===== config.mk =====
export PLATFORM = sky130hd
export DESIGN_NAME = branch_resolver
export DESIGN_NICKNAME = d
export VERILOG_FILES = /design/src/rtl/branch_resolver.sv
export SDC_FILE = /design/constraint.sdc
export NUM_CORES = 1
export LEC_CHECK = 0
export BUFFER_PORTS_ARGS = -buffer_cell sky130_fd_sc_hd__buf_4
export CORE_ASPECT_RATIO = 0.9
export CORE_MARGIN = 5
export CORE_UTILIZATION = 50
export DETAILED_ROUTE_END_ITERATION = 6
export GPL_TIMING_DRIVEN = 0
export PLACE_DENSITY = 0.7
export REMOVE_ABC_BUFFERS = 1
export SYNTH_ARGS = -nofsm -noshare
export SYNTH_HDL_FRONTEND = slang
export SYNTH_SLANG_ARGS = --single-unit

===== constraint.sdc =====
create_clock -name clk -period 4.7 [get_ports clk]
set_clock_uncertainty 0.2 [all_clocks]
set_input_delay 0.705 -clock clk [delete_from_list [all_inputs] [get_ports clk]]
set_output_delay 0.705 -clock clk [all_outputs]
set_load 0.01 [all_outputs]

===== src/rtl/branch_resolver.sv =====
// rtl/branch_resolver.sv - BHT branch predictor and ID-stage resolver; BRES_STATS_EN adds stat counters
module branch_resolver #(
    parameter int INDEX_BITS = 6
) (
    input  logic        clk,
    input  logic        reset,
    input  logic [31:0] if_pc,
    output logic        if_predict_taken,
    input  logic        id_valid,
    input  logic        id_stall,
    input  logic        id_kill,
    input  logic [31:0] id_pc,
    input  logic [31:0] id_target,
    input  logic        id_cmp_result,
    input  logic        id_predicted,
    output logic        redirect,
    output logic [31:0] redirect_pc
`ifdef BRES_STATS_EN
    ,
    output logic [31:0] stat_branches,
    output logic [31:0] stat_mispredicts
`endif
);

    localparam int ENTRIES = 1 << INDEX_BITS;

    logic [1:0]            bht [ENTRIES];
    logic [INDEX_BITS-1:0] if_idx;
    logic [INDEX_BITS-1:0] id_idx;
    logic                  fire;
    logic                  mis;
    logic [1:0]            cur;
    logic                  unused_if_bits;

    assign if_idx = if_pc[INDEX_BITS+1:2];
    assign id_idx = id_pc[INDEX_BITS+1:2];
    assign unused_if_bits = ^{if_pc[31:INDEX_BITS+2], if_pc[1:0]};

    // Lookup reads the registered table only, so a same-index update is not visible until next cycle
    assign if_predict_taken = bht[if_idx][1];

    assign fire = id_valid & ~id_stall & ~id_kill;
    assign mis  = fire & (id_cmp_result != id_predicted);

    assign redirect    = mis;
    assign redirect_pc = id_cmp_result ? id_target : id_pc + 32'd8;

    assign cur = bht[id_idx];

    always_ff @(posedge clk) begin
        if (reset) begin
            for (int i = 0; i < ENTRIES; i++) begin
                bht[i] <= 2'b01;
            end
        end else if (fire) begin
            if (id_cmp_result && cur != 2'b11) begin
                bht[id_idx] <= cur + 2'd1;
            end else if (!id_cmp_result && cur != 2'b00) begin
                bht[id_idx] <= cur - 2'd1;
            end
        end
    end

`ifdef BRES_STATS_EN
    always_ff @(posedge clk) begin
        if (reset) begin
            stat_branches    <= 32'd0;
            stat_mispredicts <= 32'd0;
        end else begin
            if (fire && stat_branches != 32'hFFFF_FFFF) begin
                stat_branches <= stat_branches + 32'd1;
            end
            if (mis && stat_mispredicts != 32'hFFFF_FFFF) begin
                stat_mispredicts <= stat_mispredicts + 32'd1;
            end
        end
    end
`endif

endmodule


==> flow_metrics.py <==
metrics = {
    "final_layout": {
        "largest_reg_flops": 128,
        "largestRegisters": "bht: 128 flops",
        "stdcell_area_sq_um": 10480,
        "fin_nets": 1006,
        "fillers": 1574,
        "top_register": "bht",
        "syn_to_final_growth_pct": 14.32,
        "layout-drive-gt1-share_pct": 21.93,
        "final_util_pct": 57.49,
        "num_antenna_cells": 0,
    },
    "sta": {
        "period_share_pct": 97.46,
        "slew_headroom_pct": -5.134,
        "setup_ws_ps": 119.2,
        "rsz0062_at_grt": "false",
        "slew_violations": 20,
        "tightest_slew_ps": 1574,
        "setup_viol": 0,
        "final.min_clock_period_ps": 4581,
        "finalHoldViolCount": 0,
        "fmax_ghz": 0.2183,
    },
    "synthesis": {
        "ys_ff_latch": 128,
        "avgSynthCellArea_sq_um": 10.39,
        "ys_seq_area_share_pct": 41.93,
        "yosysTopAreaCell": "edfxtp_1",
        "syn_area_sq_um": 9168,
        "syn_inst": 882,
        "synth_commonest_cells": "edfxtp_1 (128), nand3_1 (85), clkbuf_1 (74)",
        "synth_edf_count": 128,
        "synth.area.top_cells": "edfxtp_1 (42%), mux2i_1 (6.3%), o311ai_0 (6.1%)",
        "ys.flop_type": "edfxtp_1",
        "synth_top_cell_area_share_pct": 41.93,
        "yosysWarningCount": 0,
        "yosys.cell_types.count": 46,
        "ys_async_sr_fraction_pct": 0,
        "synth_most_common_cell": "edfxtp_1",
    },
    "grt": {
        "grt_pass1_wl_mm": 51.12,
        "grt_pass1_vias": 8333,
        "gr-usage-all-layers_pct": 32.10,
        "grt_max_degree": 82,
        "antenna_found_initial": 1,
        "grt_overflow": 0,
    },
    "routing": {
        "drt_first_pass_iters": 7,
        "ant_nets": 0,
        "initialDrtViolationCount": 1772,
        "wl_per_cell_microns": 30.61,
        "routed_wl_mm": 35.42,
        "vias": 8914,
        "viasPerCell": 7.704,
        "drc": 0,
    },
    "placed_design": {
        "numPortBuffers": 110,
        "gp_congestion": 0.9380,
        "dpl_cell_area_sq_um": 9905,
        "dp_hpwl_mm": 21.08,
        "preCtsSetupSlack_ps": -796.2,
    },
    "worst_setup_path": {
        "crit_chain": "buf_4 -> and2_1 -> a22oi_1 -> and3_4 -> nor4_4 -> nand2_4 -> o2111ai_1 -> o22ai_1",
        "reg2reg_slack_ps": 770,
        "critPathMaxFanout": 80,
        "reg2reg_to": "bht[5][1]",
        "crit_type": "in2reg",
        "rr_worst_depth": 8,
        "crit_required_ps": 4610,
        "timing.rr.start": "bht[23][1]",
        "cp-start-kind": "primary input",
        "end_kind": "flop",
        "critPathSlowestCell": "o2111ai_1",
        "arrival_ps": 4490,
        "slowest_delay_ps": 960,
    },
    "cts": {
        "numCtsBuffers": 17,
        "cts_tree": "yes",
        "post_cts_buffers": 0,
        "clkTransAtPathRegs_ps": 60,
        "cts.sink_count": 128,
        "h-tree-depth": 4,
        "root_buffer": "clkbuf_16",
        "clk_path_buf_depth": 2,
        "clock_latency_ps": 430,
    },
    "die": {
        "dieArea_sq_um": 21150,
        "core-area_sq_um": 18230,
        "die_w_microns": 152.7,
        "num_rows": 47,
        "ioPinCount": 137,
        "die_h_microns": 138.5,
        "start_util_pct": 50.29,
    },
    "power": {
        "internal_power_w": 0.002237,
        "seq_power_share_pct": 40.6,
        "pwr-share-comb_pct": 18.7,
        "pwr-share-clk_pct": 40.7,
        "static-leakage-power_nw": 3.126,
        "swShare_pct": 29.43,
        "power_density_nw_per_um2": 302.4,
        "p_switching_w": 0.0009326,
        "peakVddDrop_mv": 0.2243,
    },
    "min_path": {
        "hold_path_depth": 3,
        "hp-class": "in2reg",
        "worstHoldStart": "reset",
        "hold_path_end": "bht[43][0]",
    },
    "run": {
        "drv_cap": 2,
    },
    "outcome": {
        "violations": "max-capacitance violations, max-slew violations",
        "outcome": "complete, but fails checks",
    },
}
cell families after synthesis:
family                   after synthesis  synth area share (%)
AND/OR/NAND/NOR                      251                 14.13
multiplexers                          87                 12.84
adder cells (fa/ha/maj)                4                0.5459
buffers and inverters                124                 6.046
XOR/XNOR                              28                 2.675
AO/OA/AOI/OAI                        260                 21.84
flip-flops                           128                 41.93
placed cells by master (no fill, tap or decap), drive strengths merged, types with 2 or more instances in the layout:
cell type | Yosys | routed
o21ai | 28 | 28
o22ai | 64 | 64
a22oi | 27 | 27
clkbuf | 74 | 19
ha | 4 | 4
clkinvlp | 0 | 2
mux4 | 24 | 24
nor2b | 5 | 5
nor3 | 4 | 4
o2111ai | 61 | 61
nand4 | 8 | 8
nand2 | 66 | 66
bufinv | 0 | 2
xor2 | 20 | 20
nor2 | 28 | 28
mux2 | 5 | 5
nor4 | 2 | 2
clkinv | 1 | 11
inv | 4 | 4
o211ai | 12 | 12
buf | 45 | 115
o311ai | 64 | 64
and3 | 9 | 9
a21oi | 4 | 4
nor3b | 3 | 3
or4 | 8 | 8
nand3 | 85 | 85
and4 | 7 | 7
and2 | 21 | 22
mux2i | 58 | 58
xnor2 | 8 | 8
edfxtp | 128 | 128
timing repair:
action,in CTS,in global routing
cloned,1,0
gates resized for setup,1,1
setup endpoints to repair,90,4
hold buffers,0,0
layout make-up:
| type | instances | area (sq um) | share of cell area, % |
|---|---|---|---|
| clock inverter | 14 | 123.9 | 1.182 |
| timing repair buffer | 116 | 948.4 | 9.050 |
| tap | 245 | 306.5 | 2.925 |
| clock buffer | 18 | 429.2 | 4.095 |
| multi-input combinational | 631 | 4808 | 45.88 |
| sequential | 128 | 3844 | 36.68 |
| inverter | 5 | 20.02 | 0.1910 |
power groups by stage:
stage,clock network (W),logic [W],registers (W)
6_report,0.00129,0.000592,0.00129
3_5_place_dp,0,0.000554,0.00131
5_1_grt,0.00131,0.000606,0.00129
3_3_place_gp,0,0.000521,0.00131
4_1_cts,0.00127,0.000564,0.00129
2_1_floorplan,0,0.000259,0.00130
per-layer routing:
| metal | vias up | global-route usage (%) | part of all wire [%] |
|---|---|---|---|
| li1 | 3653 | - | - |
| met1 | 4159 | 40.59 | 34 |
| met2 | 877 | 47.47 | 43 |
| met3 | 225 | 12.34 | 16 |
| met4 | 0 | 17.72 | 6.8 |
| met5 | - | 0 | 0 |
per-stage QoR:
stage / total power, W / cells / hold slack (ps) / setup TNS (ps)
2_1_floorplan: 0.001563 / 763 / 748.4 / -9909
5_1_grt: 0.003206 / 1157 / 640.5 / 0
4_1_cts: 0.003118 / 1157 / 625.8 / 0
6_report: 0.003169 / 1157 / 654.4 / 0
3_5_place_dp: 0.001863 / 1124 / 1066 / -82890
3_3_place_gp: 0.001829 / 1118 / 1062 / -576800
how the worst max path moves through the flow:
stage / startpoint / endpoint / slack (ps)
after floorplan: id_pc[2] / bht[48][0] / -80
after global placement: id_pc[2] / bht[5][0] / -3420
after detailed placement: id_pc[2] / bht[5][0] / -800
after CTS: id_pc[2] / bht[5][0] / 180
after global routing: id_pc[4] / redirect_pc[26] / 2
final: id_pc[3] / bht[58][1] / 120
worst max-delay path, delay by kind of cell:
family	cells	cell delay (ps)
AO/OA/AOI/OAI	3	1380
buffers and inverters	1	190
AND/OR/NAND/NOR	4	2170
(Power assumes the default switching activity.)
